`src/rtl/pk_decode_ctrl.sv`:
```
// rtl/pk_decode_ctrl.sv - ML-DSA pk decoder: rho capture plus one shared 10-bit t1 bit-unpacker
// Optional framing check: PK_DECODE_CTRL_LEN_CHECK_EN
module pk_decode_ctrl #(
  parameter int K = 8,
  parameter int D = 13,
  parameter int Q = 8380417,
  localparam int COEF_W = $clog2(Q) - D,
  localparam int POLY_BYTES = 32 * COEF_W,
  localparam int PK_BYTES = 32 + K * POLY_BYTES,
  localparam int PW = (K > 1) ? $clog2(K) : 1
) (
  input  logic              clk,
  input  logic              rst,
  input  logic              start,
  output logic              busy,
  output logic              done,
  input  logic [7:0]        in_data,
  input  logic              in_valid,
  output logic              in_ready,
  input  logic              in_last,
  output logic [255:0]      rho,
  output logic              rho_valid,
  output logic [COEF_W-1:0] coef,
  output logic              coef_valid,
  input  logic              coef_ready,
  output logic [PW-1:0]     coef_poly,
  output logic [7:0]        coef_idx,
  output logic              coef_last,
  output logic              err
);

  localparam int ACC_W = COEF_W + 7;
  localparam int AC_W  = $clog2(ACC_W + 1);
  localparam int CNT_W = $clog2(PK_BYTES + 1);

  typedef enum logic [1:0] {S_IDLE, S_RHO, S_T1, S_DONE} state_t;

  state_t             state, state_next;
  logic [ACC_W-1:0]   acc;
  logic [AC_W-1:0]    acc_cnt;
  logic [CNT_W-1:0]   byte_cnt;
  logic               byte_acc, coef_hs;

  assign byte_acc = in_valid && in_ready;
  assign coef_hs  = coef_valid && coef_ready;

  always_ff @(posedge clk) begin
    if (rst) state <= S_IDLE;
    else     state <= state_next;
  end

  always_comb begin
    state_next = state;
    case (state)
      S_IDLE: if (start) state_next = S_RHO;
      S_RHO:  if (byte_acc && byte_cnt == CNT_W'(31)) state_next = S_T1;
      S_T1:   if (coef_hs && coef_last) state_next = S_DONE;
      S_DONE: state_next = S_IDLE;
      default: state_next = S_IDLE;
    endcase
  end

  // Handshake outputs depend only on registered state, so they are glitch-free.
  always_comb begin
    busy       = (state == S_RHO) || (state == S_T1);
    done       = (state == S_DONE);
    in_ready   = (state == S_RHO) || ((state == S_T1) && (acc_cnt < AC_W'(COEF_W)));
    coef_valid = (state == S_T1) && (acc_cnt >= AC_W'(COEF_W));
    coef       = acc[COEF_W-1:0];
    coef_last  = coef_valid && (coef_poly == PW'(K - 1)) && (coef_idx == 8'd255);
  end

  // Accept and emit are exclusive: in_ready and coef_valid split on acc_cnt.
  always_ff @(posedge clk) begin
    if (rst) begin
      rho       <= '0;
      rho_valid <= 1'b0;
      acc       <= '0;
      acc_cnt   <= '0;
      byte_cnt  <= '0;
      coef_poly <= '0;
      coef_idx  <= '0;
    end else begin
      case (state)
        S_IDLE: begin
          if (start) begin
            rho       <= '0;
            rho_valid <= 1'b0;
            acc       <= '0;
            acc_cnt   <= '0;
            byte_cnt  <= '0;
            coef_poly <= '0;
            coef_idx  <= '0;
          end
        end
        S_RHO: begin
          if (byte_acc) begin
            rho[{byte_cnt[4:0], 3'b000} +: 8] <= in_data;
            byte_cnt <= byte_cnt + CNT_W'(1);
            if (byte_cnt == CNT_W'(31)) rho_valid <= 1'b1;
          end
        end
        S_T1: begin
          if (byte_acc) begin
            acc      <= acc | (ACC_W'(in_data) << acc_cnt);
            acc_cnt  <= acc_cnt + AC_W'(8);
            byte_cnt <= byte_cnt + CNT_W'(1);
          end else if (coef_hs) begin
            acc      <= acc >> COEF_W;
            acc_cnt  <= acc_cnt - AC_W'(COEF_W);
            coef_idx <= coef_idx + 8'd1;
            if (coef_idx == 8'd255)
              coef_poly <= (coef_poly == PW'(K - 1)) ? '0 : coef_poly + PW'(1);
          end
        end
        default: ;
      endcase
    end
  end

`ifdef PK_DECODE_CTRL_LEN_CHECK_EN
  logic err_q;
  always_ff @(posedge clk) begin
    if (rst) err_q <= 1'b0;
    else     err_q <= byte_acc && (in_last != (byte_cnt == CNT_W'(PK_BYTES - 1)));
  end
  assign err = err_q;
`else
  logic unused_in_last;
  assign unused_in_last = in_last;
  assign err = 1'b0;
`endif

endmodule

```
`config.mk`:
```
export PLATFORM = sky130hd
export DESIGN_NAME = pk_decode_ctrl
export DESIGN_NICKNAME = d
export VERILOG_FILES = /design/src/rtl/pk_decode_ctrl.sv
export SDC_FILE = /design/constraint.sdc
export NUM_CORES = 1
export LEC_CHECK = 0
export ABC_AREA = 1
export CORE_ASPECT_RATIO = 0.7
export CORE_UTILIZATION = 25
export CTS_CLUSTER_SIZE = 28
export DETAILED_ROUTE_END_ITERATION = 8
export PLACE_DENSITY_LB_ADDON = 0.12
export SYNTH_ARGS = -nofsm -noshare
export SYNTH_HDL_FRONTEND = slang
export SYNTH_SLANG_ARGS = --single-unit
```
`constraint.sdc`:
```
create_clock -name clk -period 5.7 [get_ports clk]
set_input_delay 0.855 -clock clk [delete_from_list [all_inputs] [get_ports clk]]
set_output_delay 0.855 -clock clk [all_outputs]
set_load 0.005 [all_outputs]
```
==> flow_metrics.env <==
export IMPL_required_ps=4850
export IMPL_final_cell_area_um2=18500
export IMPL_dieArea_um2=56500
export IMPL_fp_dieW_um=284
export IMPL_grt_util_all_layers=0.195
export IMPL_synth_most_common_cell="nand2_1"
export IMPL_ys_seq_area_frac=0.437
export IMPL_insertion_delay_ps=550
export IMPL_clock_sinks=303
export IMPL_crit_type="reg2out"
export IMPL_async_reset_ff_frac=0
export IMPL_synth_simple_area_share=0.349
export IMPL_end_kind="output pin"
export IMPL_timing_hold_ws_ps=464
export IMPL_rsz0062_at_grt="no"
export IMPL_antenna_found_initial=0
export IMPL_worst_setup_path_start_kind="flip-flop"
export IMPL_drc=0
export IMPL_coreArea_um2=54300
export IMPL_grt_pass1_vias=13429
export IMPL_cts_root_buffer="clkbuf_16"
export IMPL_wirelength_mm=57.1
export IMPL_area_growth_syn_to_layout_pct=33.3
export IMPL_multiInputGateArea_um2=6800
export IMPL_synthTopCellsByCount="nand2_1 (402), dfxtp_1 (303), nand3_1 (276)"
export IMPL_ys_top_cells_by_area="dfxtp_1 (44%), nand2_1 (11%), nand3_1 (9.9%), a21oi_1 (9.4%), nor2_1 (6.5%)"
export IMPL_route_vias_total=14185
export IMPL_drtAntennaViolNets=0
export IMPL_path_buf_inv=3
export IMPL_arrival_ps=3020
export IMPL_syn_area_um2=13900
export IMPL_syn_num_nets=1986
export IMPL_crit_path_top_delay_cell="ha_2"
export IMPL_h_tree_depth=2
export IMPL_status="completed"
export IMPL_synthFlopType="dfxtp_1"
export IMPL_finalSetupViolCount=0
export IMPL_synth_xor_area_frac=0.00757
export IMPL_regArea_um2=6070
export IMPL_synth_top_family_by_area="simple AND/OR/NAND/NOR gates"
export IMPL_port_buffers=295
export IMPL_post_cts_resized=0
export IMPL_post_dp_hpwl_mm=41.3
export IMPL_fillerInstances=5772
export IMPL_synth_area_leader_cell="dfxtp_1"
export IMPL_drt_iter0_drc=1051
export IMPL_antenna_cells=0
export IMPL_p_leak_nw=6.58
export IMPL_gp_congestion=0.874
export IMPL_crit_family="buffers and inverters"
export IMPL_peakVddDrop_uv=174
export IMPL_cts_buffer_depth=3
export IMPL_drive_gt1_frac=0.0627
export IMPL_syn_inst=1959
export IMPL_row_count=71
export IMPL_post_cts_buffers=0
export IMPL_fin_tns_setup_ps=0
export IMPL_synth_mux_area_frac=0
export IMPL_ys_types=36
export IMPL_max_cap_violations=0
export IMPL_hold_path_class="reg2reg"
export IMPL_cts_tree="done"
export IMPL_synth_top_area_frac=0.437
export IMPL_worst_slack_ps=1830
export IMPL_final_nets=2220
export IMPL_path_cells="inv_1, ha_2, inv_4, nand2_1, clkdlybuf4s50_1"
export IMPL_clk_pin_slew_ps=60
export IMPL_worst_slew_pin_slew_ps=1180
export IMPL_hold_violations=0
export IMPL_wl_per_cell_um=19.4
export IMPL_cp_max_fo=28
export IMPL_drtPass1Iterations=5
export IMPL_finalCriticalPeriod_ps=3870
export IMPL_numCtsBuffers=35
export IMPL_max_freq_mhz=258
export IMPL_synth_compound_area_frac=0.120
export IMPL_slew_limit_headroom=0.210
export IMPL_max_stage_delay_ps=680
export IMPL_synth_fa_ha_area_frac=0.0117
export IMPL_dp_slack_ps=1800
export IMPL_cts_hold_buf=0
export IMPL_yosys_warnings=0
export IMPL_synth_edf_count=0
export IMPL_fin_util=0.341
export IMPL_grt_overflow_total=0
export IMPL_die_h_um=199
export IMPL_syn_area_per_cell_um2=7.09
export IMPL_grt_max_degree=145
export IMPL_maxSlewViolCount=0
export IMPL_fin_skew_ps=23.2
export IMPL_initial_core_util=0.256
export IMPL_io_pins=298
export IMPL_power_density_nw_per_um2=407
export IMPL_grt_pass1_wl_mm=84.0
export IMPL_vias_per_cell=4.82
export IMPL_place_area_um2=17300
export IMPL_ys_ff_latch=303
export IMPL_min_period_over_period=0.679
## layout make-up
class / instances / area share
Sequential cell: 303 / 0.328
Tap cell: 730 / 0.0493
Clock inverter: 6 / 0.00460
Inverter: 139 / 0.0286
Clock buffer: 54 / 0.0589
Multi-Input combinational cell: 1411 / 0.367
Timing Repair Buffer: 303 / 0.164
## metal layers
metal / vias up / share of wire / global-route usage
li1: 6946 / - / -
met3: 63 / 0.070 / 0.0443
met2: 450 / 0.44 / 0.302
met4: 0 / 0.019 / 0.0498
met5: - / 0 / 0
met1: 6726 / 0.47 / 0.272
## power breakdown
group,switching (mW),total (mW),internal [mW]
clock network,0.946,2.35,1.40
registers,0.127,2.41,2.28
logic,2.07,2.78,0.708
## stage by stage
stage	cells	power [mW]
after global routing	2946	7.98
final	2946	7.54
after CTS	2946	7.61
after global placement	2886	5.23
after floorplan	1959	4.27
after detailed placement	2886	5.23
## state kept, by name, indices dropped and copies added (netlist names)
name / flops
acc: 17
acc_cnt: 4
byte_cnt: 12
coef_idx: 8
coef_poly: 3
rho: 256
rho_valid: 1
state: 2
## path summary, 6_finish.rpt
kind | start | to | slack (ps) | depth (start not counted)
min reg2reg | rho[243] | rho[243] | 460 | 2
min | rho[243] | rho[243] | 460 | 2
max | state[1] | in_ready | 1830 | 5
max reg2reg | state[1] | rho[211] | 2160 | 12
## cell families (layout without fill, tap and decap cells)
group | count (synthesis) | after routing
flip-flops | 303 | 303
adder cells (fa/ha/maj) | 13 | 13
AND/OR/NAND/NOR | 1055 | 1055
AO/OA/AOI/OAI | 330 | 330
XOR/XNOR | 12 | 12
other | 1 | 1
buffers and inverters | 245 | 502
## tightest hold or removal path, delay by kind of cell (launching register included)
kind | cells | cell delay, ps
AO/OA/AOI/OAI | 1 | 50
flip-flops | 1 | 300
AND/OR/NAND/NOR | 1 | 60
## placed cells by master, fill, tap and decap left out, types with 9 or more instances in the layout
cell	instances
inv_1	121
nor2_4	15
nor3_1	12
nor2_2	14
clkbuf_8	10
ha_1	12
nand2_2	10
xor2_1	12
clkbuf_16	37
nand3_2	9
nand3_1	275
dfxtp_1	303
a21oi_1	262
nand2_1	402
nand4_1	48
nand3b_1	11
clkdlybuf4s50_1	294
nor2_1	242
o21ai_0	60
inv_2	13
Power figures use the tool's default switching activity.
